$ cat src/rtl/operand_fetch.sv
// Operand fetch stage: drives register-file reads, merges EX/MEM/WB forwards,
// stalls on load hazards and registers operands for EX. Optional OPFETCH_STATS_EN adds counters.
module operand_fetch #(
  parameter int XLEN = 32,
  parameter int AW   = 5
) (
  input  logic            clk,
  input  logic            rst,
  input  logic            flush,
  input  logic            id_valid,
  output logic            id_ready,
  input  logic [AW-1:0]   id_rs1,
  input  logic [AW-1:0]   id_rs2,
  input  logic            id_use1,
  input  logic            id_use2,
  input  logic [AW-1:0]   id_rd,
  input  logic            id_rd_we,
  input  logic            id_is_load,
  output logic            rf_re1,
  output logic            rf_re2,
  output logic [AW-1:0]   rf_raddr1,
  output logic [AW-1:0]   rf_raddr2,
  input  logic [XLEN-1:0] rf_rdata1,
  input  logic [XLEN-1:0] rf_rdata2,
  input  logic            ex_fwd_we,
  input  logic            ex_fwd_is_load,
  input  logic [AW-1:0]   ex_fwd_rd,
  input  logic [XLEN-1:0] ex_fwd_data,
  input  logic            mem_fwd_we,
  input  logic            mem_fwd_pending,
  input  logic [AW-1:0]   mem_fwd_rd,
  input  logic [XLEN-1:0] mem_fwd_data,
  input  logic            wb_we,
  input  logic [AW-1:0]   wb_addr,
  input  logic [XLEN-1:0] wb_data,
  output logic            ex_valid,
  input  logic            ex_ready,
  output logic [XLEN-1:0] ex_op1,
  output logic [XLEN-1:0] ex_op2,
  output logic [AW-1:0]   ex_rd,
  output logic            ex_rd_we,
  output logic            ex_is_load,
  output logic            stall
`ifdef OPFETCH_STATS_EN
  ,
  output logic [31:0]     stat_stall_cycles,
  output logic [31:0]     stat_fwd_count
`endif
);

  typedef enum logic {RUN, STALL} state_t;

  state_t state_q, state_d;

  logic [1:0]      src_use;
  logic [AW-1:0]   src_rs    [2];
  logic [XLEN-1:0] src_rdata [2];
  logic [XLEN-1:0] src_op    [2];
  logic [1:0]      src_live;
  logic [1:0]      ex_hit;
  logic [1:0]      mem_hit;
  logic [1:0]      wb_hit;
  logic [1:0]      src_haz;
  logic            hazard;
  logic            accept;

  assign src_use      = {id_use2, id_use1};
  assign src_rs[0]    = id_rs1;
  assign src_rs[1]    = id_rs2;
  assign src_rdata[0] = rf_rdata1;
  assign src_rdata[1] = rf_rdata2;

  assign rf_raddr1 = id_rs1;
  assign rf_raddr2 = id_rs2;
  assign rf_re1    = id_valid && src_live[0];
  assign rf_re2    = id_valid && src_live[1];

  // The youngest matching stage wins; a pending MEM load only blocks when EX does not shadow it.
  always_comb begin
    for (int i = 0; i < 2; i++) begin
      src_live[i] = src_use[i] && (src_rs[i] != '0);
      ex_hit[i]   = ex_fwd_we && (ex_fwd_rd == src_rs[i]);
      mem_hit[i]  = mem_fwd_we && (mem_fwd_rd == src_rs[i]);
      wb_hit[i]   = wb_we && (wb_addr == src_rs[i]);
      src_haz[i]  = src_live[i] &&
                    ((ex_hit[i] && ex_fwd_is_load) ||
                     (!ex_hit[i] && mem_hit[i] && mem_fwd_pending));
      if (!src_live[i])
        src_op[i] = '0;
      else if (ex_hit[i] && !ex_fwd_is_load)
        src_op[i] = ex_fwd_data;
      else if (mem_hit[i] && !mem_fwd_pending)
        src_op[i] = mem_fwd_data;
      else if (wb_hit[i])
        src_op[i] = wb_data;
      else
        src_op[i] = src_rdata[i];
    end
  end

  assign hazard   = |src_haz;
  assign id_ready = (!ex_valid || ex_ready) && !hazard && !flush;
  assign accept   = id_valid && id_ready;

  always_ff @(posedge clk) begin
    if (rst) begin
      ex_valid   <= 1'b0;
      ex_op1     <= '0;
      ex_op2     <= '0;
      ex_rd      <= '0;
      ex_rd_we   <= 1'b0;
      ex_is_load <= 1'b0;
    end else if (flush) begin
      ex_valid <= 1'b0;
    end else if (accept) begin
      ex_valid   <= 1'b1;
      ex_op1     <= src_op[0];
      ex_op2     <= src_op[1];
      ex_rd      <= id_rd;
      ex_rd_we   <= id_rd_we;
      ex_is_load <= id_is_load;
    end else if (ex_valid && ex_ready) begin
      ex_valid <= 1'b0;
    end
  end

  always_ff @(posedge clk) begin
    if (rst)
      state_q <= RUN;
    else
      state_q <= state_d;
  end

  // Back-pressure alone never enters STALL; only a load hazard on a live instruction does.
  always_comb begin
    state_d = state_q;
    case (state_q)
      RUN:     if (id_valid && hazard && !flush) state_d = STALL;
      STALL:   if (!hazard || !id_valid || flush) state_d = RUN;
      default: state_d = RUN;
    endcase
  end

  assign stall = (state_q == STALL);

`ifdef OPFETCH_STATS_EN
  logic [1:0] src_fwd;

  always_comb begin
    for (int i = 0; i < 2; i++) begin
      src_fwd[i] = src_live[i] &&
                   ((ex_hit[i] && !ex_fwd_is_load) ||
                    (mem_hit[i] && !mem_fwd_pending) ||
                    wb_hit[i]);
    end
  end

  always_ff @(posedge clk) begin
    if (rst) begin
      stat_stall_cycles <= '0;
      stat_fwd_count    <= '0;
    end else begin
      if (state_q == STALL)
        stat_stall_cycles <= stat_stall_cycles + 32'd1;
      if (accept)
        stat_fwd_count <= stat_fwd_count + 32'(src_fwd[0]) + 32'(src_fwd[1]);
    end
  end
`endif

endmodule

$ cat config.mk
export PLATFORM = sky130hd
export DESIGN_NAME = operand_fetch
export DESIGN_NICKNAME = d
export VERILOG_FILES = /design/src/rtl/operand_fetch.sv
export SDC_FILE = /design/constraint.sdc
export NUM_CORES = 1
export LEC_CHECK = 0
export BUFFER_PORTS_ARGS = -buffer_cell sky130_fd_sc_hd__buf_2
export CORE_AREA = 2 2 136 138
export CTS_CLUSTER_SIZE = 12
export DETAILED_ROUTE_END_ITERATION = 7
export DIE_AREA = 0 0 138 140
export GPL_ROUTABILITY_DRIVEN = 1
export MAX_ROUTING_LAYER = met4
export PLACE_DENSITY = 0.6
export SLEW_MARGIN = 20
export SYNTH_ARGS = -nofsm -noshare
export SYNTH_HDL_FRONTEND = slang
export SYNTH_SLANG_ARGS = --single-unit
$ cat constraint.sdc
create_clock -name clk -period 3.3 [get_ports clk]
set_input_delay 0.99 -clock clk [delete_from_list [all_inputs] [get_ports clk]]
set_output_delay 0.99 -clock clk [all_outputs]
set_load 0.005 [all_outputs]
-- Word level (Yosys, flattened, before mapping)
Index checks and enable logic that the tools add are counted.
- flip-flop bits (word level): 73
- word-level logic and storage cells: 75
- eq/ne operators: 6
- muxes and demuxes: 13
- bitwise operators: 2
- reduce and logical (&&, ||, !) cells: 47
- operators by type and width (operator ; number):
    $mux 32 ; 8
    $eq 5x5->1 ; 6
    $logic_and 1x1->1 ; 28
    $reduce_bool 5->1 ; 2
    $logic_not 1->1 ; 8
    $logic_or 1x1->1 ; 5
    $mux 1 ; 4
    $reduce_or 2->1 ; 2
    $not 1->1 ; 2
    $pmux 1 s2 ; 1
    $reduce_and 2->1 ; 1
    $reduce_bool 2->1 ; 1

-- Depth between registers and ports, before layout
Gate-level depths: netlist (run 1).
- word-level depth: 13
- mapped depth: 8
- gate-level depth less buffers: 6

-- Least setup slack after synthesis (run 1)
No wires, ideal clock.
- path type: input port to output port
- from: input id_rs2[2]
- to: output id_ready
- arrival time: 2.434 ns
- slack: -0.124 ns
- cell stages on the path: 6
- buffers on the path: 2
- cell sequence: or4_1 -> o21a_1 -> o211a_2 -> buf_6 -> buf_6 -> nor4b_1
- longest elaborated chain between the ends: 11
- ends and longest elaborated chain (what ; line ; RTL):
    start, declared ; 13 ; input logic [AW-1:0] id_rs2,
    $eq 5x5->1 ; 82 ; ex_hit[i] = ex_fwd_we && (ex_fwd_rd == src_rs[i]);
    $logic_and 1x1->1 ; 82 ;
    $logic_not 1->1 ; 87 ; (!ex_hit[i] && mem_hit[i] && mem_fwd_pending));
    $logic_and 1x1->1 (2 in series) ; 87 ;
    $logic_or 1x1->1 ; 86 ; ((ex_hit[i] && ex_fwd_is_load) ||
    $logic_and 1x1->1 * ; 85 ; src_haz[i] = src_live[i] &&
    $reduce_or 2->1 * ; 101 ; assign hazard = |src_haz;
    $logic_not 1->1 * ; 102 ; assign id_ready = (!ex_valid || ex_ready) && !hazard && !flush;
    $logic_and 1x1->1 * (2 in series) ; 102 ;
    end, declared ; 11 ; output logic id_ready,
Every way passes the cells marked *; elsewhere a longest branch is shown, timed or not.

-- Worst setup path after layout (run 1)
Same ends and word-level chain as after synthesis.

==> results of run 1 <==
==> cells in the final DEF, fill, tap and decap left out, drive strengths merged, types with 2 or more instances in the layout <==
cell type / instances
clkbuf: 10
o311ai: 64
inv: 4
and2: 34
nand2: 20
nor3: 8
a22oi: 64
nand3: 8
nand4: 2
a221o: 64
nor2: 39
or4: 3
dfxtp: 73
mux2i: 7
o21ai: 64
or3: 2
a21oi: 65
xor2: 7
nand2b: 3
xnor2: 23
and3: 3
o21a: 2
bufinv: 3
o211a: 2
buf: 347
o211ai: 2
==> per-stage QoR <==
step                      cell area (µm²)  util (%)
after floorplan                      5260         -
after global placement               7130      40.1
after detailed placement             7130      40.1
after CTS                            7470      42.0
after global routing                 7480      42.1
final                                7480      42.1
==> how the worst min path moves through the flow <==
stage	start	end	slack (ns)	cells after the start
2_1_floorplan	ex_is_load$_SDFFE_PP0P_	ex_is_load$_SDFFE_PP0P_	0.45	2
3_3_place_gp	ex_rd[1]$_SDFFE_PP0P_	ex_rd[1]$_SDFFE_PP0P_	0.44	2
3_5_place_dp	ex_rd[4]$_SDFFE_PP0P_	ex_rd[4]$_SDFFE_PP0P_	0.45	2
4_1_cts	ex_rd[4]$_SDFFE_PP0P_	ex_rd[4]$_SDFFE_PP0P_	0.46	2
5_1_grt	ex_rd_we$_SDFFE_PP0P_	ex_rd_we$_SDFFE_PP0P_	0.49	2
6_report	ex_rd[1]$_SDFFE_PP0P_	ex_rd[1]$_SDFFE_PP0P_	0.46	2
==> worst reg2reg max path, stage by stage, from the launching register on <==
cell	delay [ns]
dfxtp_1	0.32
nand2b_1	0.14
nand3b_1	0.13
buf_4	0.21
buf_4	0.22
o311ai_0	0.33
o21ai_0	0.15
==> power breakdown <==
group | leakage, nW | internal (mW) | switching (mW) | total [mW]
Combinational | 2.60 | 0.284 | 0.306 | 0.590
Clock | 0.167 | 0.743 | 0.395 | 1.14
Sequential | 0.593 | 0.913 | 0.0150 | 0.928
Total | 3.36 | 1.94 | 0.716 | 2.66
==> what timing repair did <==
action                                 CTS  global route
setup endpoints to repair                1             2
gates resized for setup                  0             2
hold buffers                             0             0
endpoints found under the hold margin    0             0
pin swaps                                1             0
==> routing by layer <==
layer	track usage [%]	up-vias	wire (µm)
li1	-	3140	-
met1	32.0	3199	10500
met2	39.3	423	11400
met3	5.06	48	2170
met4	9.51	0	757
met5	-	-	0
==> cell type report <==
type / count / area, µm² / area share [%]
multi-input combinational: 490 / 3430 / 45.8
tap: 229 / 287 / 3.83
inverter: 2 / 7.51 / 0.100
clock inverter: 6 / 113 / 1.51
clock buffer: 10 / 229 / 3.06
sequential: 73 / 1460 / 19.5
timing repair buffer: 347 / 1960 / 26.2
==> state kept, by name, indices dropped and copies added (netlist names) <==
signal and cells:
ex_rd_we 1, ex_op2 32, ex_rd 5, ex_op1 32, stall 1, ex_valid 1, ex_is_load 1
==> logic make-up (layout without fill, tap and decap cells) <==
group | count (synthesis) | count (layout) | share of synthesized area, %
muxes | 7 | 7 | 1.34
DFF | 73 | 73 | 27.9
xor gates and xnor gates | 30 | 30 | 5.01
AOI/OAI and AO/OA | 328 | 328 | 45.5
and+or+nand+nor | 125 | 125 | 12.2
buffers and inverters | 94 | 365 | 8.11
==> results.tsv, run 1 <==
metric	value	unit
antenna viol nets, final	0	
CTS max path bufs	2	
critical path launch point	id_rs2[2]	
drt initial violations	567	
vias in the first global route	6694	
r2r startpoint	ex_valid$_SDFFE_PP0P_	
delay-heaviest family, CP	simple AND/OR/NAND/NOR gates	
Global Route Usage Sum	25.1	%
Fin Clk Skew	0.0114	ns
FFs w/ async S/R, synth	0	%
die extent in x	138	µm
CTS tree	built	
post-synth top area share	27.9	%
Worst Hold Class	register to register	
GRT overflow	0	
Core Footprint	0.0178	mm²
Port Buffer Count	289	
Leak	3.36	nW
Seq cells post-synth	73	
Final min period	3.40	ns
Max-Cap Viols	0	
n_diodes	0	
Hold Slack	0.456	ns
H-tree depth	3	
most instantiated cells after synthesis	dfxtp_1 (73), clkbuf_1 (69), a21oi_1 (65)	
crit path buf inv count	2	
slowest CP cell	or4_1	
DR WL/cell	21.5	µm
hpwl dp	18.0	mm
WL final	24.9	mm
top post-synthesis cells by area	dfxtp_1 (28%), a221o_1 (12%), o311ai_0 (11%)	
Critical Path RT	2.31	ns
failing checks	setup timing	
DRC	0	
Yosys top cell by area	dfxtp_1	
Syn-to-layout area delta	42.7	%
worst-path cell chain	buf_2 > or4_1 > o21a_1 > o211a_2 > nor4b_4 > buf_2	
Clock Pin Slew Worst Setup and Hold Paths	0.06	ns
layout cell share with drive strength beyond 1	40.8	%
highest clock rate	295	MHz
number of enable flip-flop cells after synthesis	0	
syn_area_per_cell	7.98	µm²
RePlAce Congestion	0.881	
die area	0.0193	mm²
sequential cell area fraction in the yosys report	27.9	%
Crit path largest cell delay	0.51	ns
most used cell, CP	buf_2	
Design Power	2.66	mW
Worst Setup EP	id_ready	
Crit Path Max Fanout	2	
ys flop type	dfxtp_1	
Post-CTS Setup Bufs	0	
CTS Sinks	73	
Synthesized Nets	861	
Post-Synthesis Cells	657	
Pre-antenna DRT Iters	6	
status	finished with violations	
clock root buffer master	clkbuf_16	
kind of critical path	primary input to output pin	
Reg2Reg Depth	6	
setup ws final	-0.0951	ns
placed cell count	1141	
Yosys cell types	36	
Rows	49	
maximum VDD drop	0.248	mV
largest net degree at the start of global routing	79	
pre-CTS setup slack	-0.111	ns
Tightest Pin Transition	1.01	ns
final setup fails	1	
Yosys warnings	0	
share of the cycle needed by the critical path after routing	103	%
R2R Setup Slk	1.66	ns
final number of hold-violating endpoints	0	
first-pass GRT wire length	37.3	mm
IO Count	290	
CTS buffer count	9	
number of cells on the critical path	6	
Worst-Skew Late Latency	0.33	ns
initial antenna violation count	0	
Fin Setup TNS	-0.0951	ns
Startpoint Class	primary input	
Worst Setup End Kind	output pin	
fillers	1865	
fin cells	1157	
Die Span Y	140	µm
Avg Vias per Cell	5.89	
Worst EP arrival	2.41	ns
vias post-DR	6810	
RSZ-0062 raised after global routing	true	
worst flop-to-flop path endpoint	ex_op1[26]$_SDFFE_PP0P_	
dominant cell by count in the synthesized netlist	dfxtp_1	
Pins Over Slew Limit	0	
Post-layout nets	1127	
Post-Syn Area	0.00524	mm²
Power per Cell Area	355	mW/mm²
starting density of the core	29.5	%
Slew Limit Headroom	32.3	%
(Power assumes the default switching activity.)
==> run 2: changes to the inputs <==
--- a/config.mk
+++ b/config.mk
@@ -6,13 +6,13 @@
 export NUM_CORES = 1
 export LEC_CHECK = 0
 export BUFFER_PORTS_ARGS = -buffer_cell sky130_fd_sc_hd__buf_2
-export CORE_AREA = 2 2 136 138
+export CORE_AREA = 2 2 126 128
 export CTS_CLUSTER_SIZE = 12
 export DETAILED_ROUTE_END_ITERATION = 7
-export DIE_AREA = 0 0 138 140
+export DIE_AREA = 0 0 128 130
 export GPL_ROUTABILITY_DRIVEN = 1
 export MAX_ROUTING_LAYER = met4
-export PLACE_DENSITY = 0.6
+export PLACE_DENSITY = 0.68
 export SLEW_MARGIN = 20
 export SYNTH_ARGS = -nofsm -noshare
 export SYNTH_HDL_FRONTEND = slang
==> results.tsv, run 2 (synthesized netlist as in run 1, its figures left out) <==
metric	value	unit
status	finished with violations	
failing checks	setup timing	
Final min period	3.42	ns
WL final	23.5	mm
Max-Cap Viols	0	
hold buffer count at cts	0	
worst-path cell chain	buf_2 > or4_4 > o21a_1 > o211a_2 > nor4b_4 > buf_2	
vias post-DR	6761	
CTS tree	built	
WHS Path Cells	2	
Internal	1.88	mW
clock power share	41.8	%
maximum VDD drop	0.241	mV
Comb power frac	22.4	%
most used cell, CP	buf_2	
largest net degree at the start of global routing	67	
Syn-to-layout area delta	40.3	%
Rows	46	
Avg Vias per Cell	6.09	
Pins Over Slew Limit	0	
Flop pwr share	35.7	%
placed cell count	1093	
final setup fails	1	
GRT overflow	0	
Power per Cell Area	353	mW/mm²
Reg2Reg Depth	7	
Crit Path Max Fanout	4	
setup ws final	-0.119	ns
vias in the first global route	6426	
most common cell after layout, fill and taps aside	buf_2	
Hold EP	ex_rd[1]$_SDFFE_PP0P_	
fin cells	1110	
n_diodes	0	
CTS Sinks	73	
Global Route Usage Sum	28.1	%
initial antenna violation count	0	
Regs by FF count	ex_op1: 32 flops, ex_op2: 32 flops, ex_rd: 5 flops	
clock root buffer master	clkbuf_16	
Worst EP arrival	2.43	ns
Hold Slack	0.453	ns
R2R Setup Slk	1.60	ns
Leak	3.31	nW
share of the cycle needed by the critical path after routing	104	%
Critical Path RT	2.31	ns
CTS max path bufs	2	
Die Span Y	130	µm
starting density of the core	34.0	%
first-pass GRT wire length	35.1	mm
critical path launch point	id_rs1[1]	
antenna viol nets, final	0	
Crit path largest cell delay	0.53	ns
Tightest Pin Transition	0.968	ns
drt initial violations	553	
DRC	0	
Startpoint Class	primary input	
highest clock rate	293	MHz
Worst-Skew Late Latency	0.35	ns
H-tree depth	3	
layout cell share with drive strength beyond 1	40.8	%
CTS buffer count	9	
Post-layout nets	1117	
Pre-antenna DRT Iters	5	
Core Footprint	0.0154	mm²
Port Buffer Count	289	
Worst Hold Class	register to register	
Worst Setup End Kind	output pin	
RePlAce Congestion	0.969	
hold path startpoint	ex_rd[1]$_SDFFE_PP0P_	
die area	0.0166	mm²
hpwl dp	16.3	mm
Switching Share	27.6	%
worst flop-to-flop path endpoint	ex_op1[24]$_SDFFE_PP0P_	
die extent in x	128	µm
Clock Pin Slew Worst Setup and Hold Paths	0.06	ns
most frequent cells in the layout	buf_2 (286), dfxtp_1 (73), a21oi_1 (65)	
r2r startpoint	ex_valid$_SDFFE_PP0P_	
DR WL/cell	21.2	µm
Fin Setup TNS	-0.119	ns
kind of critical path	primary input to output pin	
RSZ-0062 raised after global routing	true	
Sw Pwr	0.716	mW
fillers	1558	
slowest CP cell	or4_4	
IO Count	290	
Fin Clk Skew	0.0107	ns
final number of hold-violating endpoints	0	
Slew Limit Headroom	35.3	%
==> run 2: through the flow <==
stage | utilization (%) | total power [mW] | cell area (µm²) | setup slack (ns)
detailed placement | 45.2 | 1.51 | 6970 | -0.101
global route | 47.7 | 2.71 | 7350 | -0.170
finish | 47.7 | 2.60 | 7350 | -0.119
CTS | 47.3 | 2.60 | 7300 | -0.0898
global placement | 45.2 | 1.51 | 6970 | -0.0947
floorplan | - | 1.22 | 5260 | -0.0457
==> run 2: repair_timing <==
action                                  4_1_cts  5_1_grt
setup buffers                                 1        0
gates resized for setup                       0       11
endpoints found under the setup margin        1        3
pin swaps                                     1        1
==> run 2: final cells by class <==
cell class | count | area [µm²] | area share [%]
clock inverters | 6 | 87.6 | 1.19
clock buffers | 10 | 239 | 3.25
repair buffers | 337 | 1870 | 25.4
well taps | 192 | 240 | 3.27
flip-flops and latches | 73 | 1460 | 19.9
inverters | 2 | 7.51 | 0.102
multi-input cells | 490 | 3450 | 46.9
==> run 2: worst max-delay path: cells and delay by family <==
family,cells,cell delay [ns]
compound gates,2,0.37
simple gates,2,0.76
buf+inv,2,0.30
==> run 2: worst max path at each step <==
stage / to
floorplan: id_ready
global placement: id_ready
detailed placement: id_ready
CTS: id_ready
global route: id_ready
finish: id_ready
==> run 2: power by group through the flow <==
stage                     clock network, mW  logic [mW]  registers [mW]
after floorplan                           0       0.270           0.950
after global placement                    0       0.562           0.946
after detailed placement                  0       0.566           0.947
after CTS                              1.11       0.568           0.928
after global routing                   1.14       0.633           0.931
final                                  1.09       0.582           0.928
==> run 2: per-layer routing <==
metal / global-route usage [%] / wire length, µm / up-vias
li1: - / - / 3115
met1: 36.1 / 10200 / 3193
met3: 5.17 / 1990 / 44
met2: 44.9 / 10900 / 409
met5: - / 0 / -
met4: 8.79 / 434 / 0
==> run 3: changes to the inputs <==
--- a/config.mk
+++ b/config.mk
@@ -13,6 +13,7 @@
 export GPL_ROUTABILITY_DRIVEN = 1
 export MAX_ROUTING_LAYER = met4
 export PLACE_DENSITY = 0.68
+export RECOVER_POWER = 25
 export SLEW_MARGIN = 20
 export SYNTH_ARGS = -nofsm -noshare
 export SYNTH_HDL_FRONTEND = slang
==> results.tsv, run 3 (synthesized netlist as in run 1, its figures left out) <==
metric	value	unit
Fin Clk Skew	0.00922	ns
Core Footprint	0.0154	mm²
Pins Over Slew Limit	0	
RePlAce Congestion	0.969	
Worst EP arrival	2.43	ns
worst flop-to-flop path endpoint	ex_op1[23]$_SDFFE_PP0P_	
fin cells	1110	
most frequent cells in the layout	buf_2 (259), dfxtp_1 (73), a21oi_1 (65)	
kind of critical path	primary input to output pin	
Critical Path RT	2.31	ns
most common cell after layout, fill and taps aside	buf_2	
n_diodes	0	
hpwl dp	16.3	mm
Leak	3.19	nW
DRC	0	
Power per Cell Area	354	mW/mm²
Switching Share	27.6	%
Global Route Usage Sum	28.1	%
drt initial violations	599	
hold buffer count at cts	0	
final setup fails	1	
Avg Vias per Cell	6.08	
IO Count	290	
Internal	1.88	mW
die extent in x	128	µm
DR WL/cell	21.2	µm
Post-layout nets	1117	
Crit Path Max Fanout	4	
status	finished with violations	
vias in the first global route	6426	
Die Span Y	130	µm
Port Buffer Count	289	
Rows	46	
Tightest Pin Transition	0.943	ns
WHS Path Cells	2	
Worst Setup End Kind	output pin	
Comb power frac	22.3	%
starting density of the core	34.0	%
CTS tree	built	
CTS Sinks	73	
clock root buffer master	clkbuf_16	
Worst Hold Class	register to register	
flip-flop and latch area	0.00146	mm²
antenna viol nets, final	0	
share of the cycle needed by the critical path after routing	104	%
Hold EP	ex_rd[4]$_SDFFE_PP0P_	
Final min period	3.42	ns
hold path startpoint	ex_rd[4]$_SDFFE_PP0P_	
Final Util	47.5	%
Startpoint Class	primary input	
Reg2Reg Depth	7	
final number of hold-violating endpoints	0	
CTS max path bufs	2	
largest net degree at the start of global routing	67	
Clock Pin Slew Worst Setup and Hold Paths	0.06	ns
Slew Limit Headroom	37.0	%
failing checks	setup timing	
clock power share	41.9	%
Syn-to-layout area delta	39.6	%
Worst-Skew Late Latency	0.35	ns
Pre-antenna DRT Iters	5	
Final Instance Area	0.00732	mm²
Sw Pwr	0.716	mW
Regs by FF count	ex_op1: 32 flops, ex_op2: 32 flops, ex_rd: 5 flops	
RSZ-0062 raised after global routing	true	
die area	0.0166	mm²
Design Power	2.59	mW
placed cell count	1093	
highest clock rate	293	MHz
vias post-DR	6746	
fillers	1562	
R2R Setup Slk	1.59	ns
WL final	23.5	mm
r2r startpoint	ex_valid$_SDFFE_PP0P_	
layout cell share with drive strength beyond 1	37.9	%
Max-Cap Viols	0	
multi-input logic area	0.00345	mm²
H-tree depth	3	
initial antenna violation count	0	
Flop pwr share	35.8	%
setup ws final	-0.118	ns
first-pass GRT wire length	35.1	mm
CTS buffer count	9	
maximum VDD drop	0.241	mV
dpl cell area	0.00697	mm²
GRT overflow	0	
## run 3: how the worst max path moves through the flow
stage,cells after the start,startpoint,endpoint
finish,6,id_rs1[1],id_ready
global placement,6,id_rs2[2],id_ready
global route,6,id_rs1[1],id_ready
CTS,8,id_rs2[3],id_ready
detailed placement,6,id_rs2[2],id_ready
floorplan,6,id_rs2[2],id_ready
## run 3: per-stage QoR
stage	hold WS [ns]	setup TNS (ns)	worst slack, ns
2_1_floorplan	0.451	-0.0457	-0.0457
3_3_place_gp	0.441	-0.0947	-0.0947
3_5_place_dp	0.447	-0.101	-0.101
4_1_cts	0.456	-0.123	-0.0898
5_1_grt	0.472	-0.194	-0.170
6_report	0.454	-0.118	-0.118
## run 3: layout make-up
| type | count | share of cell area (%) |
|---|---|---|
| clock buffer | 10 | 3.26 |
| multi-input combinational | 490 | 47.2 |
| timing repair buffer | 337 | 25.0 |
| sequential | 73 | 20.0 |
| inverter | 2 | 0.103 |
| tap | 192 | 3.28 |
| clock inverter | 6 | 1.20 |
## run 3: worst max-delay path: stages
cell and delay [ns]:
buf_2 0.13, or4_4 0.53, o21a_1 0.21, o211a_2 0.16, nor4b_4 0.23, buf_2 0.17
## run 3: power groups by stage
stage,Clock [mW],Sequential (mW),Combinational (mW)
finish,1.09,0.929,0.579
CTS,1.11,0.928,0.568
floorplan,0,0.950,0.270
global placement,0,0.946,0.562
detailed placement,0,0.947,0.566
global route,1.14,0.931,0.630
## run 3: repair_timing
action,CTS,global route
cloned,0,0
buffers inserted,1,0
endpoints found under the setup margin,1,3
gates resized for setup,0,11
pin swaps,1,1
## run 3: metal layers
layer | GRT usage, % | vias up | wire (µm)
met5 | - | - | 0
met4 | 8.79 | 0 | 444
met3 | 5.17 | 46 | 1790
met2 | 44.9 | 393 | 10900
met1 | 36.1 | 3197 | 10300
li1 | - | 3110 | -
